File: src/rtl/if_fetch_stage_if.sv
// Instruction-memory request bus between the fetch stage (master) and the memory (slave).
interface if_fetch_stage_if;
  logic        imem_req;
  logic [31:0] imem_addr;
  logic [31:0] imem_rdata;
  logic        imem_ready;

  modport master (
    output imem_req,
    output imem_addr,
    input  imem_rdata,
    input  imem_ready
  );

  modport slave (
    input  imem_req,
    input  imem_addr,
    output imem_rdata,
    output imem_ready
  );
endinterface

File: src/rtl/if_fetch_stage.sv
// MIPS instruction-fetch stage: PC register, variable-latency imem request, IF/ID register.
// A redirect during an outstanding fetch parks the target and drains the stale response.
module if_fetch_stage #(
  parameter logic [31:0] RESET_PC  = 32'h0000_0000,
  parameter logic [31:0] NOP_INSTR = 32'h0000_0000
) (
  input  logic                     clk,
  input  logic                     rst,
  input  logic                     pc_write,
  input  logic                     IF_ID_write,
  input  logic                     flush,
  input  logic [31:0]              redirect_pc,
  if_fetch_stage_if.master         imem,
  output logic [31:0]              IF_ID_pc_plus4,
  output logic [31:0]              IF_ID_instr,
  output logic                     IF_ID_valid,
  output logic                     fetch_busy
);

  typedef enum logic {
    FETCH = 1'b0,
    DRAIN = 1'b1
  } state_t;

  state_t      state_reg, state_next;
  logic [31:0] pc_reg, pc_next;
  logic [31:0] pending_pc_reg, pending_pc_next;
  logic [31:0] if_id_pc_plus4_reg, if_id_pc_plus4_next;
  logic [31:0] if_id_instr_reg, if_id_instr_next;
  logic        if_id_valid_reg, if_id_valid_next;

  logic        redirect;
  logic [31:0] pc_plus4;

  // A flush under a load-use stall is ignored: the branch compare used stale operands.
  assign redirect = flush && pc_write;
  assign pc_plus4 = pc_reg + 32'd4;

  // The request is held high whenever out of reset; the address is the PC in both states.
  assign imem.imem_req  = rst;
  assign imem.imem_addr = pc_reg;

  assign fetch_busy = (state_reg == FETCH) && imem.imem_req && !imem.imem_ready;

  assign IF_ID_pc_plus4 = if_id_pc_plus4_reg;
  assign IF_ID_instr    = if_id_instr_reg;
  assign IF_ID_valid    = if_id_valid_reg;

  always_ff @(posedge clk or negedge rst) begin
    if (!rst) begin
      state_reg          <= FETCH;
      pc_reg             <= RESET_PC;
      pending_pc_reg     <= 32'h0000_0000;
      if_id_pc_plus4_reg <= 32'h0000_0000;
      if_id_instr_reg    <= NOP_INSTR;
      if_id_valid_reg    <= 1'b0;
    end else begin
      state_reg          <= state_next;
      pc_reg             <= pc_next;
      pending_pc_reg     <= pending_pc_next;
      if_id_pc_plus4_reg <= if_id_pc_plus4_next;
      if_id_instr_reg    <= if_id_instr_next;
      if_id_valid_reg    <= if_id_valid_next;
    end
  end

  always_comb begin
    state_next          = state_reg;
    pc_next             = pc_reg;
    pending_pc_next     = pending_pc_reg;
    if_id_pc_plus4_next = if_id_pc_plus4_reg;
    if_id_instr_next    = if_id_instr_reg;
    if_id_valid_next    = if_id_valid_reg;

    unique case (state_reg)
      FETCH: begin
        if (!pc_write) begin
          // Stalled: any returned word is dropped and the same PC is refetched.
          if (IF_ID_write) begin
            if_id_pc_plus4_next = 32'h0000_0000;
            if_id_instr_next    = NOP_INSTR;
            if_id_valid_next    = 1'b0;
          end
        end else if (redirect) begin
          if (IF_ID_write) begin
            if_id_pc_plus4_next = 32'h0000_0000;
            if_id_instr_next    = NOP_INSTR;
            if_id_valid_next    = 1'b0;
          end
          if (imem.imem_ready) begin
            pc_next = redirect_pc;
          end else begin
            pending_pc_next = redirect_pc;
            state_next      = DRAIN;
          end
        end else if (imem.imem_ready) begin
          pc_next = pc_plus4;
          if (IF_ID_write) begin
            if_id_pc_plus4_next = pc_plus4;
            if_id_instr_next    = imem.imem_rdata;
            if_id_valid_next    = 1'b1;
          end
        end else if (IF_ID_write) begin
          if_id_pc_plus4_next = 32'h0000_0000;
          if_id_instr_next    = NOP_INSTR;
          if_id_valid_next    = 1'b0;
        end
      end

      DRAIN: begin
        if (IF_ID_write) begin
          if_id_pc_plus4_next = 32'h0000_0000;
          if_id_instr_next    = NOP_INSTR;
          if_id_valid_next    = 1'b0;
        end
        // The newest redirect target wins, including one arriving with the stale response.
        if (imem.imem_ready) begin
          pc_next    = redirect ? redirect_pc : pending_pc_reg;
          state_next = FETCH;
        end else if (redirect) begin
          pending_pc_next = redirect_pc;
        end
      end

      default: begin
        state_next = FETCH;
      end
    endcase
  end

endmodule
File: src/flat_wrapper.sv
// flat-port wrapper written by rule: the top's interface ports become plain ports
module if_fetch_stage_flat 
#(
  parameter logic [31:0] RESET_PC  = 32'h0000_0000,
  parameter logic [31:0] NOP_INSTR = 32'h0000_0000
)
  (clk, rst, pc_write, IF_ID_write, flush, redirect_pc, IF_ID_pc_plus4, IF_ID_instr, IF_ID_valid, fetch_busy, imem_imem_req, imem_imem_addr, imem_imem_rdata, imem_imem_ready);
  if_fetch_stage_if imem_i ();
  input  logic clk;
  input  logic rst;
  input  logic pc_write;
  input  logic IF_ID_write;
  input  logic flush;
  input  logic [31:0] redirect_pc;
  output logic [31:0] IF_ID_pc_plus4;
  output logic [31:0] IF_ID_instr;
  output logic IF_ID_valid;
  output logic fetch_busy;
  output wire logic [$bits(imem_i.imem_req)-1:0] imem_imem_req;
  output wire logic [$bits(imem_i.imem_addr)-1:0] imem_imem_addr;
  input wire logic [$bits(imem_i.imem_rdata)-1:0] imem_imem_rdata;
  input wire logic [$bits(imem_i.imem_ready)-1:0] imem_imem_ready;
  assign imem_imem_req = imem_i.imem_req;
  assign imem_imem_addr = imem_i.imem_addr;
  assign imem_i.imem_rdata = imem_imem_rdata;
  assign imem_i.imem_ready = imem_imem_ready;
  if_fetch_stage #(.RESET_PC(RESET_PC), .NOP_INSTR(NOP_INSTR)) u_core (.clk(clk), .rst(rst), .pc_write(pc_write), .IF_ID_write(IF_ID_write), .flush(flush), .redirect_pc(redirect_pc), .imem(imem_i), .IF_ID_pc_plus4(IF_ID_pc_plus4), .IF_ID_instr(IF_ID_instr), .IF_ID_valid(IF_ID_valid), .fetch_busy(fetch_busy));
endmodule
File: config.mk
export PLATFORM = sky130hd
export DESIGN_NAME = if_fetch_stage_flat
export DESIGN_NICKNAME = d
export VERILOG_FILES = /design/src/rtl/if_fetch_stage_if.sv /design/src/rtl/if_fetch_stage.sv /design/src/flat_wrapper.sv
export SDC_FILE = /design/constraint.sdc
export NUM_CORES = 1
export LEC_CHECK = 0
export ABC_AREA = 1
export BUFFER_PORTS_ARGS = -buffer_cell sky130_fd_sc_hd__clkbuf_2
export CAP_MARGIN = 20
export CORE_MARGIN = 2
export CORE_UTILIZATION = 40
export CTS_BUF_LIST = sky130_fd_sc_hd__clkbuf_16
export CTS_CLUSTER_SIZE = 30
export DETAILED_ROUTE_END_ITERATION = 7
export SETUP_SLACK_MARGIN = 0.2
export SYNTH_ARGS = -nofsm -noshare
export SYNTH_HDL_FRONTEND = slang
export SYNTH_SLANG_ARGS = --single-unit
File: constraint.sdc
create_clock -name clk -period 1.8 [get_ports clk]
set_input_delay 0.18 -clock clk [delete_from_list [all_inputs] [get_ports clk]]
set_output_delay 0.18 -clock clk [all_outputs]
set_load 0.01 [all_outputs]
==> run summary, run 1 <==
Synth
* 4.78% — fraction of synthesized area in multiplexers
* 6600 µm² — cell area after synthesis
* sky130_fd_sc_hd__dfrtp_1 49%, sky130_fd_sc_hd__nand2_1 13%, sky130_fd_sc_hd__mux2_2 4.6% — synth top area cells
* 130 — number of register bits inferred by synthesis
* 8.35 µm² — mean instance size in the synthesized netlist
* 49.3% — portion of synthesized cell area occupied by the leading cell type
* 100% — proportion of register bits with asynchronous set or reset after synthesis
* simple AND/OR/NAND/NOR gates — largest family of logic cells by synthesized area
* 234 x sky130_fd_sc_hd__nand2_1, 130 x sky130_fd_sc_hd__dfrtp_1, 74 x sky130_fd_sc_hd__nor2_1 — most used standard cells in the synthesized netlist
* sky130_fd_sc_hd__nand2_1 — most common cell in the netlist
* 34 — post-synth cell types
* 0 — yosys warns
* 1.71% — synthesized-area fraction occupied by xor and xnor cells
* 16.0% — synthesized-area fraction occupied by ao, oa, aoi and oai cells
* 0.190% — Adder-Cell Fraction of Synth Area
* 0 — number of enable-type register cells in the synthesized netlist
* 49.3% — part of the Yosys area used for sequential elements
* 790 — synthesized netlist cell count
* sky130_fd_sc_hd__dfrtp_1 — Synth Flop Type
* sky130_fd_sc_hd__dfrtp_1 — cell type contributing the most total cell area after synthesis
* 861 — net count of the mapped netlist
* 22.0% — Synth Area in Simple Gates

Worst setup path
* u_core.IF_ID_pc_plus4[19] — endpoint of the worst register-to-register path
* flip-flop — startpoint types
* sky130_fd_sc_hd__dfrtp_1 — Critical-path top delay cell
* 2 — WP buf/inv
* 0.15 ns — reg-to-reg slack, setup
* flip-flop to flip-flop — Setup CP Type
* sky130_fd_sc_hd__nand2_2 — crit-path most repeated cell
* 8 — r2r worst-path depth
* 0.42 ns — Slowest Stage Delay on Critical Path
* 8 — number of logic stages on the critical path including buffering
* simple AND/OR/NAND/NOR gates — cell family with most CP delay
* 2.11 ns — required time worst endpoint
* buf_6 -> nand3_4 -> nor2_4 -> nand2_2 -> o21ai_1 -> nand2_2 -> buf_4 -> a22o_1 — cells along the critical path
* u_core.imem.imem_addr[3] — launch instance of the worst register-to-register path
* flip-flop — capturing element type of the critical path
* 1.96 ns — critical path arrival
* 4 — maximum fanout count along the critical path

Detailed routing
* 5 — DR pass1 iterations
* 495 — Initial DRC Count
* 17.1 µm — WL per Instance
* 0 — number of design rule violations left after detail routing
* 6519 — vias
* 0 — antenna viol nets, final
* 5.10 — DR vias/cell
* 21.8 mm — Detailed Route WL

Timing
* 0 — final slew viol count
* 0.418 ns — Slew @ Worst Pin
* 1.65 ns — final period demand of the worst path
* 91.9% — final worst path period share
* 0.605 GHz — highest achievable clock rate
* 0 ns — Total Neg Setup Slack
* 0 — endpoints failing hold
* 0.147 ns — post-route setup slack
* yes — RSZ-0062 raised after global routing
* 0 — Final Setup Violations
* 0.00977 ns — setup clock skew after layout
* 72.1% — headroom to the max-slew limit

Floorplan
* 46 — number of core rows
* 169 — io pins
* 132 µm — die span in x
* 132 µm — die span in y
* 17500 µm² — die area
* 41.2% — effective utilization at floorplan
* 16000 µm² — Core Box Area

Power
* 0.000805 V — largest vdd supply drop
* 33.0% — clock power share
* 3.55 mW — sw power
* 1060 nW/µm² — Cell Pwr Density
* 29.9% — power share of the combinational group
* 35.2% — net switching fraction of the power
* 6.54 mW — Internal Dissipation
* 37.2% — sequential share of power
* 4.90 nW — Leak

Flow run
* 0 — # Max-Cap Violations

Placed design
* 14.5 mm — DP HPWL
* 7870 µm² — Placement Cell Area
* 0.0428 ns — minimum setup slack after placement
* 168 — # port buffers
* 0.926 — RePlAce Congestion

Layout
* 1469 — number of inserted filler cells in the final layout
* 9540 µm² — post-route cell area
* 1120 — NumNets Final
* 3320 µm² — multi-input gate area in the final layout
* 3270 µm² — sequential cell area
* 44.7% — area added between synthesis and finish
* 39.2% — fraction of final layout cells sized beyond drive strength 1
* 0 — antenna diode count

Global route
* 0 — GR Overflow Total
* 33.1 mm — wire length of the first global-routing pass
* 5931 — number of global-route vias before repair
* 0 — initial antenna violation count
* 68 — pin count of the biggest net entering global routing
* 24.2% — total routing usage reported by global routing

Clock tree
* 17 — CTS Buf Count
* 4 — count of H-tree levels built during CTS
* 130 — clock sink count
* sky130_fd_sc_hd__clkbuf_16 — clock root buffer master
* 2 — clock tree buffer depth
* 0.06 ns — clock input transition at the sequential cells of the worst setup and hold paths
* yes — CTS tree
* 0.43 ns — Clk Latency, worst-skew pair

Min path
* 2 — worst hold stages
* redirect_pc[22] — Hold Crit Start
* input pin to flip-flop — type of the worst min-delay path
* u_core.pending_pc_reg[22] — end of the worst hold path

Run status
* finished clean — outcome

==> power by group through the flow <==
stage | combinational [mW] | clock [mW] | sequential [mW]
global route | 3.27 | 3.52 | 3.80
detailed placement | 2.29 | 0 | 3.77
floorplan | 1.18 | 0 | 3.83
CTS | 2.59 | 3.35 | 3.69
global placement | 2.27 | 0 | 3.76
finish | 3.01 | 3.33 | 3.75
==> timing repair <==
action / in CTS / in global routing
hold buffers: 43 / 0
hold endpoints to repair: 75 / 0
setup endpoints to repair: 38 / 64
setup buffers: 16 / 19
pin swaps: 4 / 51
gates resized for setup: 22 / 101
==> worst max-delay path by stage <==
| stage | from | slack [ns] | end |
|---|---|---|---|
| floorplan | u_core.imem.imem_addr[3] | 0.21 | u_core.IF_ID_pc_plus4[16] |
| global placement | u_core.imem.imem_addr[5] | 0.04 | u_core.IF_ID_pc_plus4[29] |
| CTS | u_core.imem.imem_addr[2] | 0.18 | u_core.IF_ID_pc_plus4[16] |
| detailed placement | u_core.imem.imem_addr[5] | 0.04 | u_core.IF_ID_pc_plus4[29] |
| global route | u_core.imem.imem_addr[2] | 0.08 | u_core.imem.imem_addr[7] |
| finish | u_core.imem.imem_addr[3] | 0.15 | u_core.IF_ID_pc_plus4[19] |
==> cells in the final DEF, fill, tap and decap left out, types with 8 or more instances in the layout <==
master / netlist / layout
sky130_fd_sc_hd__nand2_4: 0 / 8
sky130_fd_sc_hd__mux2_2: 27 / 27
sky130_fd_sc_hd__a221oi_1: 9 / 9
sky130_fd_sc_hd__buf_12: 0 / 8
sky130_fd_sc_hd__a21oi_1: 50 / 42
sky130_fd_sc_hd__nor2_1: 74 / 53
sky130_fd_sc_hd__buf_4: 1 / 55
sky130_fd_sc_hd__o21ai_1: 27 / 30
sky130_fd_sc_hd__clkbuf_2: 0 / 167
sky130_fd_sc_hd__o21ai_0: 37 / 33
sky130_fd_sc_hd__inv_2: 9 / 8
sky130_fd_sc_hd__nor2_2: 9 / 12
sky130_fd_sc_hd__dlygate4sd3_1: 0 / 42
sky130_fd_sc_hd__a22o_1: 34 / 34
sky130_fd_sc_hd__dfrtp_1: 130 / 115
sky130_fd_sc_hd__nand2_2: 9 / 33
sky130_fd_sc_hd__nor2_4: 4 / 22
sky130_fd_sc_hd__nand3_1: 16 / 15
sky130_fd_sc_hd__nand2_1: 234 / 202
sky130_fd_sc_hd__clkbuf_16: 0 / 17
sky130_fd_sc_hd__dfrtp_2: 0 / 15
sky130_fd_sc_hd__inv_1: 50 / 49
sky130_fd_sc_hd__a21oi_2: 0 / 8
==> cell families after synthesis <==
group                    Yosys count
AO/OA/AOI/OAI                    171
XOR/XNOR                          12
adder cells (fa/ha/maj)            1
buffers and inverters             97
flip-flops                       130
multiplexers                      28
AND/OR/NAND/NOR                  351
==> through the flow <==
stage / hold slack, ns / total power [mW] / util (%) / cells
after floorplan: -0.116 / 5.01 / - / 790
after global placement: 0.127 / 6.03 / 49.2 / 1168
after detailed placement: 0.124 / 6.05 / 49.2 / 1168
after CTS: 0.000500 / 9.64 / 56.6 / 1259
after global routing: 0.00542 / 10.6 / 59.6 / 1278
final: 0.00824 / 10.1 / 59.6 / 1278
==> routing by layer <==
metal,vias to the layer above,track usage [%],share of wire (%)
li1,3129,-,-
met1,3129,34.9,45
met2,225,36.5,47
met3,36,5.81,6.2
met4,0,6.21,1.8
met5,-,0,0
==> cell type report <==
type	count	share of cell area, %
sequential	130	34.3
tap	216	2.83
timing repair buffer	277	19.8
clock inverter	15	1.42
inverter	60	2.41
multi-input combinational	563	34.8
clock buffer	17	4.46
Note: power is estimated with default switching activity, not from simulation.
==> inputs of run 2 (changes only) <==
--- a/config.mk
+++ b/config.mk
@@ -8,11 +8,14 @@
 export ABC_AREA = 1
 export BUFFER_PORTS_ARGS = -buffer_cell sky130_fd_sc_hd__clkbuf_2
 export CAP_MARGIN = 20
+export CELL_PAD_IN_SITES_DETAIL_PLACEMENT = 2
+export CELL_PAD_IN_SITES_GLOBAL_PLACEMENT = 2
 export CORE_MARGIN = 2
-export CORE_UTILIZATION = 40
+export CORE_UTILIZATION = 31
 export CTS_BUF_LIST = sky130_fd_sc_hd__clkbuf_16
 export CTS_CLUSTER_SIZE = 30
 export DETAILED_ROUTE_END_ITERATION = 7
+export PLACE_DENSITY_LB_ADDON = 0.1
 export SETUP_SLACK_MARGIN = 0.2
 export SYNTH_ARGS = -nofsm -noshare
 export SYNTH_HDL_FRONTEND = slang
==> run 2 against run 1 <==
  * The run now ends with hold timing left
  * Cell area is 4.0% higher
  * Setup slack lost 0.088 ns
  * Clock-buffer cell count unchanged
  * First-iteration DRC count is 54% lower
  * Largest cell class unchanged
  * Critical endpoint is now u_core.imem.imem_addr[9]
  * Non-clock buffer count up 11
  * Routed wire length increased by 41%
  * Sequential cell count is the same
  * Largest power group is now clock
  * Highest routed layer is now met5
==> run summary, run 2 (synthesized netlist as in run 1, its figures left out) <==
Placed design
* 168 — # port buffers, unchanged
* -0.110 ns — minimum setup slack after placement, -0.153 ns
* 0.867 — RePlAce Congestion, -6.4%
* 19.5 mm — DP HPWL, +34%
* 1244 — placed instance count, +6.5%

Timing
* 0 — final slew viol count, unchanged
* 0.574 GHz — highest achievable clock rate, -5.0%
* yes — RSZ-0062 raised after global routing
* 67.4% — headroom to the max-slew limit, -4.7 points
* 2 — endpoints failing hold, +2
* 0.489 ns — Slew @ Worst Pin, +0.0710 ns
* 0 — Final Setup Violations, unchanged
* 0.0106 ns — setup clock skew after layout, +0.000835 ns
* -0.00210 ns — worst hold slack across all endpoints, -0.0103 ns
* 96.7% — final worst path period share, +4.9 points
* 0.0586 ns — post-route setup slack, -0.0879 ns
* 1.74 ns — final period demand of the worst path, +0.0879 ns

Floorplan
* 31.5% — effective utilization at floorplan, -9.7 points
* 21000 µm² — Core Box Area, +31%
* 169 — io pins, unchanged
* 150 µm — die span in y, +13%
* 53 — number of core rows, +15%
* 22500 µm² — die area, +28%
* 150 µm — die span in x, +13%

Worst setup path
* 0.06 ns — reg-to-reg slack, setup, -0.09 ns
* 4 — maximum fanout count along the critical path, unchanged
* 2.07 ns — critical path arrival, +0.11 ns
* flip-flop to flip-flop — Setup CP Type
* u_core.imem.imem_addr[3] — launch point of the critical path
* 2.13 ns — required time worst endpoint, +0.02 ns
* 7 — r2r worst-path depth, -1
* u_core.imem.imem_addr[9] — Critical path destination
* flip-flop — capturing element type of the critical path
* flip-flop — startpoint types
* u_core.imem.imem_addr[9] — endpoint of the worst register-to-register path
* u_core.imem.imem_addr[3] — launch instance of the worst register-to-register path

Clock tree
* 130 — clock sink count, unchanged
* sky130_fd_sc_hd__clkbuf_16 — clock root buffer master
* 0.44 ns — Clk Latency, worst-skew pair, about the same
* 0.06 ns — clock input transition at the sequential cells of the worst setup and hold paths, about the same
* yes — CTS tree
* 2 — clock tree buffer depth, unchanged
* 4 — count of H-tree levels built during CTS, unchanged
* 17 — CTS Buf Count, unchanged

Detailed routing
* 4 — DR pass1 iterations, -1
* 5.17 — DR vias/cell, +1.3%
* 22.8 µm — WL per Instance, +34%
* 226 — Initial DRC Count, -54%
* 30.8 mm — Detailed Route WL, +41%
* 0 — antenna viol nets, final, unchanged
* 6964 — vias, +6.8%
* 0 — number of design rule violations left after detail routing, unchanged

Global route
* 7716 — number of global-route vias before repair, +30%
* 60 — pin count of the biggest net entering global routing, -12%
* 1 — initial antenna violation count, +1
* 0 — GR Overflow Total, unchanged
* 45.0 mm — wire length of the first global-routing pass, +36%
* 26.7% — total routing usage reported by global routing, +2.5 points

Layout
* 3480 µm² — multi-input gate area in the final layout, +4.6%
* sky130_fd_sc_hd__nand2_1 — commonest non-fill, non-tap cell in the layout
* 1131 — NumNets Final, +0.98%
* 43.5% — fraction of final layout cells sized beyond drive strength 1, +4.4 points
* 3270 µm² — sequential cell area, unchanged
* 47.4% — Layout Utilization, -12 points
* 0 — antenna diode count, unchanged
* 195 x sky130_fd_sc_hd__nand2_1, 167 x sky130_fd_sc_hd__clkbuf_2, 115 x sky130_fd_sc_hd__dfrtp_1, 61 x sky130_fd_sc_hd__buf_4, 47 x sky130_fd_sc_hd__inv_1 — most used cells in the layout excluding fill and tap cells
* 50.5% — area added between synthesis and finish
* 1348 — final cell count without fillers, +5.5%
* 2299 — number of inserted filler cells in the final layout, +57%

Power
* 0.000726 V — largest vdd supply drop, -9.9%
* 1110 nW/µm² — Cell Pwr Density, +5.3%
* 5.03 nW — Leak, +2.7%

Run status
* hold timing — violations in the final reports
* finished, violations left — outcome

Flow run
* 0 — # Max-Cap Violations, unchanged

Min path
* input pin to flip-flop — type of the worst min-delay path

==> run 2: cell types whose count changed in the layout (fill, tap and decap cells not counted), sizes merged <==
cell,delta
buf,+12
bufinv,+2
clkinv,-6
dlygate4sd3,-1
inv,+4
==> run 2: repair_timing <==
action | in CTS | in global routing
setup buffers | 16 | 15
pin swaps | 22 | 42
resized for setup | 70 | 107
endpoints found under the setup margin | 78 | 61
endpoints found under the hold margin | 113 | 0
hold buffers | 41 | 0
==> run 2: worst min-delay path by stage <==
stage                          startpoint                         to  cells past startpoint
after floorplan                       rst      u_core.IF_ID_instr[0]                      0
after global placement                rst     u_core.IF_ID_instr[12]                      1
after detailed placement              rst     u_core.IF_ID_instr[10]                      1
after CTS                 redirect_pc[17]  u_core.pending_pc_reg[17]                      2
after global routing      redirect_pc[24]  u_core.pending_pc_reg[24]                      2
final                     redirect_pc[20]  u_core.pending_pc_reg[20]                      2
==> run 2: where the power goes <==
| part | switching, mW | internal, mW | leakage (nW) |
|---|---|---|---|
| registers | 0.426 | 3.35 | 1.62 |
| clock network | 1.58 | 2.23 | 0.299 |
| logic | 2.06 | 1.41 | 3.12 |
==> run 2: worst max-delay path, cell delays in order (launching register included) <==
cell	delay, ns
sky130_fd_sc_hd__dfrtp_2	0.44
sky130_fd_sc_hd__buf_6	0.15
sky130_fd_sc_hd__nand3_4	0.13
sky130_fd_sc_hd__inv_2	0.08
sky130_fd_sc_hd__nand2_4	0.12
sky130_fd_sc_hd__xor2_1	0.28
sky130_fd_sc_hd__nand2_1	0.17
sky130_fd_sc_hd__a22oi_1	0.27
==> run 2: metrics by stage <==
stage               setup TNS (ns)  power [mW]  cell area [µm²]
floorplan                        0        5.01             6600
global placement            -0.267        6.18             8060
detailed placement          -0.316        6.33             8060
CTS                              0        10.5             9460
global route                     0        11.5             9930
finish                           0        11.1             9930
==> run 2: cell type report <==
| type | count | share of cell area (%) |
|---|---|---|
| multi-input cells | 563 | 35.0 |
| flip-flops and latches | 130 | 33.0 |
| repair buffers | 288 | 20.0 |
| clock buffers | 17 | 4.29 |
| well taps | 275 | 3.47 |
| inverters | 60 | 2.29 |
| clock inverters | 15 | 1.99 |
==> run 2: metal layers <==
| metal | GRT usage, % | routed length [µm] | vias to the layer above |
|---|---|---|---|
| li1 | - | - | 3141 |
| met1 | 32.6 | 12500 | 3591 |
| met2 | 48.6 | 16300 | 192 |
| met3 | 4.02 | 1410 | 38 |
| met4 | 7.17 | 518 | 2 |
| met5 | 0 | 9 | - |
